File: config.mk
export PLATFORM = sky130hd
export DESIGN_NAME = linecard_read_scheduler
export DESIGN_NICKNAME = d
export VERILOG_FILES = /design/src/rtl/linecard_read_scheduler_pkg.sv /design/src/rtl/linecard_read_scheduler_rr_priority_picker.sv /design/src/rtl/linecard_read_scheduler.sv
export SDC_FILE = /design/constraint.sdc
export NUM_CORES = 1
export LEC_CHECK = 0
export ABC_CLOCK_PERIOD_IN_PS = 5850
export CORE_AREA = 10 10 259 261
export DETAILED_ROUTE_END_ITERATION = 6
export DIE_AREA = 0 0 269 271
export PLACE_DENSITY_LB_ADDON = 0.15
export SLEW_MARGIN = 20
export SYNTH_ARGS = -nofsm -noshare
export SYNTH_HDL_FRONTEND = slang
export SYNTH_SLANG_ARGS = --single-unit
File: constraint.sdc
create_clock -name clk -period 5.85 [get_ports clk]
set_input_delay 1.17 -clock clk [delete_from_list [all_inputs] [get_ports clk]]
set_output_delay 1.17 -clock clk [all_outputs]
set_load 0.005 [all_outputs]
File: src/rtl/linecard_read_scheduler_pkg.sv
// LineCardSchedPkg: shared scheduler state encoding and default sizing constants.
package LineCardSchedPkg;
  typedef enum logic [1:0] {IDLE, ARB, GRANT, BUSY} sched_state_t;
  localparam int DEFAULT_NUM_PORTS = 24;
  localparam int DEFAULT_TIMEOUT_CYCLES = 4096;
endpackage

File: src/rtl/linecard_read_scheduler_rr_priority_picker.sv
// rr_priority_picker: combinational circular first-set search starting just after last.
module rr_priority_picker #(
  parameter int N = 24,
  localparam int W = (N > 1) ? $clog2(N) : 1
) (
  input  logic [N-1:0] req,
  input  logic [W-1:0] last,
  output logic         found,
  output logic [W-1:0] index
);
  logic [W-1:0] idx;
  // Walk offsets from farthest to nearest so the nearest set bit overwrites last.
  always_comb begin
    found = 1'b0;
    index = '0;
    idx = '0;
    for (int k = N; k >= 1; k--) begin
      idx = W'((int'(last) + k) % N);
      if (req[idx]) begin
        found = 1'b1;
        index = idx;
      end
    end
  end
endmodule

File: src/rtl/linecard_read_scheduler.sv
// linecard_read_scheduler: round-robin grant of a shared URAM read port across ingress FIFOs,
// with per-FIFO abort and a BUSY watchdog.
module linecard_read_scheduler
  import LineCardSchedPkg::*;
#(
  parameter int NUM_PORTS = DEFAULT_NUM_PORTS,
  parameter int PTR_BITS = 13,
  parameter int TIMEOUT_CYCLES = DEFAULT_TIMEOUT_CYCLES,
  localparam int PW = (NUM_PORTS > 1) ? $clog2(NUM_PORTS) : 1,
  localparam int TW = (TIMEOUT_CYCLES > 1) ? $clog2(TIMEOUT_CYCLES) : 1
) (
  input  logic                                clk,
  input  logic                                areset_n,
  input  logic [NUM_PORTS-1:0][PTR_BITS-1:0]  wr_ptr_committed,
  input  logic [NUM_PORTS-1:0][PTR_BITS-1:0]  rd_ptr,
  input  logic [NUM_PORTS-1:0]                rd_ptr_reset,
  input  logic [NUM_PORTS-1:0]                port_mask,
  output logic                                grant_valid,
  output logic [PW-1:0]                       grant_port,
  input  logic                                grant_ready,
  input  logic                                frame_done,
  output logic                                busy,
  output logic                                abort,
  output logic                                timeout
);
  sched_state_t state, state_d;
  logic [NUM_PORTS-1:0] req_d, req_q;
  logic [PW-1:0] last_grant, pick;
  logic [TW-1:0] wd;
  logic found, accept;
  always_comb begin
    req_d = '0;
    for (int i = 0; i < NUM_PORTS; i++)
      req_d[i] = (wr_ptr_committed[i] != rd_ptr[i]) & ~rd_ptr_reset[i] & ~port_mask[i];
  end
  rr_priority_picker #(.N(NUM_PORTS)) u_picker (
    .req   (req_q),
    .last  (last_grant),
    .found (found),
    .index (pick)
  );
  // frame_done beats a FIFO reset in BUSY; a FIFO reset beats grant_ready in GRANT.
  always_comb begin
    state_d = state;
    abort = 1'b0;
    timeout = 1'b0;
    accept = 1'b0;
    case (state)
      IDLE: state_d = |req_q ? ARB : IDLE;
      ARB: state_d = found ? GRANT : IDLE;
      GRANT: begin
        abort = rd_ptr_reset[grant_port];
        accept = grant_ready & ~abort;
        state_d = abort ? IDLE : grant_ready ? BUSY : GRANT;
      end
      BUSY: begin
        abort = rd_ptr_reset[grant_port] & ~frame_done;
        timeout = ~frame_done & ~abort & (wd == TW'(TIMEOUT_CYCLES - 1));
        state_d = (frame_done | abort | timeout) ? IDLE : BUSY;
      end
      default: state_d = IDLE;
    endcase
  end
  always_ff @(posedge clk or negedge areset_n)
    if (!areset_n) state <= IDLE;
    else state <= state_d;
  always_ff @(posedge clk or negedge areset_n)
    if (!areset_n) begin
      req_q <= '0;
      grant_port <= '0;
      last_grant <= PW'(NUM_PORTS - 1);
      wd <= '0;
    end else begin
      req_q <= req_d;
      if (state == ARB && found) grant_port <= pick;
      if (accept || abort) last_grant <= grant_port;
      wd <= (state == BUSY) ? wd + TW'(1) : '0;
    end
  assign grant_valid = (state == GRANT);
  assign busy = (state == BUSY);
endmodule

==> impl_metrics.tcl <==
set metrics [dict create \
    synth.avg_cell_area_um2 8.02 \
    syn_inst 1541 \
    switching_power_uw 6260 \
    synthXorXnorAreaFrac_pct 25.3 \
    gr-usage-all-layers_pct 29.0 \
    initial_core_util_pct 20.1 \
    ys_ff_latch 48 \
    synth_top_family_by_area "XOR/XNOR gates" \
    power.internal_uw 4420 \
    pwr-share-seq_pct 5.1 \
    synthMuxAreaShare_pct 11.6 \
    finalSetupViolCount 0 \
    fin_nets 2958 \
    rr_worst_depth 17 \
    ys.flop_type "dfrtp_1" \
    fmax_ghz 0.187 \
    ys_async_sr_fraction_pct 100 \
    yosys-top-cells-area "xnor2_1 (14%), xor2_1 (11%), dfrtp_1 (8.9%), mux4_2 (5.6%), ha_1 (5.0%)" \
    whs_ns 0.468 \
    fin_crit_sh_pct 91.3 \
    skew_ns 0.0108 \
    drive_gt1_share_pct 7.48 \
    ys_seq_area_share_pct 9.76 \
    fp.dieH_um 271 \
    tightest_slew_ns 1.20 \
    stdcell_count 3087 \
    status "finished clean" \
    wl_per_cell_um 35.7 \
    syn-num-nets 2266 \
    grt_max_degree 49 \
    crit_end "grant_port[2]$_DFFE_PN0P_" \
    end_kind "register" \
    synthAdderAreaFrac_pct 4.96 \
    worst-endpoint-required_ns 6.03 \
    rsz0062_at_grt "false" \
    dpl.cell_count 3063 \
    crit_start "last_grant[0]$_DFFE_PN1P_" \
    ant_nets 0 \
    avgViaCountPerCell 5.16 \
    p_per_area_mw_per_mm2 519 \
    power_uw 10700 \
    row_count 91 \
    final-hold-violation-count 0 \
    synth.most_common_cell "xnor2_1" \
    grt_pass1_wl_um 143000 \
    coreArea_mm2 0.0616 \
    pre_cts_ws_ns 0.621 \
    synthDistinctLibCells 109 \
    path_clk_slew_ns 0.08 \
    clockRootBuffer "clkbuf_16" \
    cts_tree "built" \
    first_pass_iters 6 \
    setup-tns-final_ns 0 \
    switching_share_pct 58.6 \
    max-vdd-ir-drop_mv 0.279 \
    cp-start-kind "register" \
    place.gp.congestion 0.994 \
    pwr-share-comb_pct 91.7 \
    maxCapViolations 0 \
    dieArea_mm2 0.0729 \
    io_buffers 684 \
    syn_area_mm2 0.0124 \
    ys_warn_count 0 \
    r2r_setup_slack_ns 0.51 \
    drc_errors 0 \
    maxSlewHeadroom_pct 19.4 \
    insertion_delay_ns 0.30 \
    timing.rr.end "grant_port[2]$_DFFE_PN0P_" \
    synth_compound_area_share_pct 19.7 \
    synth_edf_count 0 \
    clkPwrFrac_pct 3.2 \
    route.vias.total 15900 \
    drt_iter0_drc 1440 \
    yosys-top-cells-count "xnor2_1 (195), xor2_1 (154), nand2_1 (104)" \
    fin_crit_ns 5.34 \
    crit_type "register to register" \
    syn_to_final_growth_pct 66.4 \
    maxSlewViolCount 0 \
    hold_path_class "register to register" \
    reg2reg_from "last_grant[0]$_DFFE_PN1P_" \
    synth_top_area_share_pct 13.8 \
    worstPathMaxFanout 17 \
    die_w_um 269 \
    post-dp-hpwl_um 100000 \
    yosys.area_share.simple_pct 24.4 \
    grt_pass1_vias 15900 \
    cts_sinks 48 \
    p_leak_uw 0.00770 \
    io_pins 685 \
    arrival_ns 5.52 \
    overflow 0 \
    cts_buffer_depth 2 \
    synth_top_area_cell "xnor2_1" \
    layout_setup_ws_ns 0.509 \
    drt_wl_total_um 110000 \
    grt_antenna_before_repair 35 \
    cts_max_level 2 \
    numCtsBuffers 5 \
]
layout make-up:
| cell class | count | area [um2] |
|---|---|---|
| multi-input combinational | 1387 | 10600 |
| tap | 837 | 1050 |
| sequential | 48 | 1210 |
| clock inverter | 3 | 42.5 |
| timing repair buffer | 745 | 7300 |
| fill | 6480 | 41000 |
| inverter | 46 | 175 |
| clock buffer | 5 | 125 |
| antenna | 16 | 40.0 |
registers in the layout, indices dropped and copies added (netlist names):
name / count
grant_port: 5
req_q: 24
wd: 12
last_grant: 5
state: 2
critical path: stages (launching register included):
cell and delay (ns):
dfstp_2 0.83, inv_1 0.11, ha_1 0.49, nand2b_1 0.30, xnor2_2 0.27, clkinv_1 0.32, ha_1 0.36, nor2b_1 0.20
a211oi_1 0.10, o21ai_0 0.56, nand3_2 0.21, or2_4 0.33, nor2_4 0.13, nand4_2 0.14, o311ai_4 0.44, buf_4 0.21
nor2b_1 0.14, a31oi_1 0.06
routing by layer:
metal / part of all wire (%) / vias up / global-route usage [%]
met5: 0.037 / - / 0
met4: 1.5 / 6 / 4.52
met3: 7.9 / 88 / 7.44
met2: 46 / 814 / 46.6
met1: 44 / 7848 / 38.8
li1: - / 7185 / -
logic make-up (layout without fill, tap and decap cells):
logic type                 Yosys count  count (layout)
AOI/OAI and AO/OA                  340             340
DFF                                 48              48
adders and majority gates           49              49
buffers and inverters              106             799
muxes                               91              91
other                                0              16
and+or+nand+nor                    554             554
xor gates and xnor gates           353             353
cell usage in the layout, fill, tap and decap left out, drive strengths merged, types with 8 or more instances in the layout:
| cell | Yosys | final |
|---|---|---|
| xnor2 | 198 | 198 |
| nor2b | 25 | 25 |
| a21o | 12 | 12 |
| and3 | 16 | 16 |
| or3 | 15 | 15 |
| a311oi | 8 | 8 |
| and2 | 16 | 16 |
| inv | 41 | 41 |
| nand2b | 18 | 18 |
| a21boi | 10 | 10 |
| a31oi | 19 | 19 |
| ha | 49 | 49 |
| o311ai | 10 | 10 |
| diode | 0 | 16 |
| mux2i | 37 | 37 |
| nor4 | 64 | 64 |
| nand2 | 104 | 104 |
| o21ai | 64 | 64 |
| or2 | 9 | 9 |
| a211oi | 12 | 12 |
| nand3b | 10 | 10 |
| clkdlybuf4s50 | 0 | 683 |
| nor3 | 51 | 51 |
| dfrtp | 44 | 44 |
| o21a | 8 | 8 |
| buf | 43 | 62 |
| a2111oi | 9 | 9 |
| a21oi | 67 | 67 |
| mux2 | 17 | 17 |
| nor2 | 86 | 86 |
| o31ai | 10 | 10 |
| o211ai | 16 | 16 |
| mux4 | 37 | 37 |
| nand4 | 56 | 56 |
| xor2 | 155 | 155 |
| nand3 | 45 | 45 |
worst min-delay path by stage:
stage                               start               to  slack, ns  depth (start not counted)
after detailed placement  wd[0]$_DFF_PN0_  wd[0]$_DFF_PN0_       0.46                          1
after floorplan           wd[0]$_DFF_PN0_  wd[0]$_DFF_PN0_       0.42                          1
after CTS                 wd[0]$_DFF_PN0_  wd[0]$_DFF_PN0_       0.47                          1
final                     wd[0]$_DFF_PN0_  wd[0]$_DFF_PN0_       0.47                          1
after global placement    wd[0]$_DFF_PN0_  wd[0]$_DFF_PN0_       0.44                          1
after global routing      wd[0]$_DFF_PN0_  wd[0]$_DFF_PN0_       0.49                          1
power groups by stage:
stage | clock network (uW) | registers (uW) | logic (uW)
floorplan | 0 | 464 | 6080
global placement | 0 | 545 | 9510
detailed placement | 0 | 547 | 9490
CTS | 348 | 542 | 9550
global route | 360 | 550 | 10400
finish | 344 | 544 | 9790
per-stage QoR:
step / area, um2 / util (%)
floorplan: 12400 / -
global placement: 20400 / 33.1
detailed placement: 20400 / 33.1
CTS: 20500 / 33.3
global route: 20500 / 33.4
finish: 20600 / 33.4
what timing repair did:
action                                  in CTS  in global routing
buffers inserted                             0                  0
endpoints found under the setup margin       0                  1
hold buffers                                 0                  0
gates resized for setup                      0                  1
No activity file was read; power rests on OpenSTA's default activity.
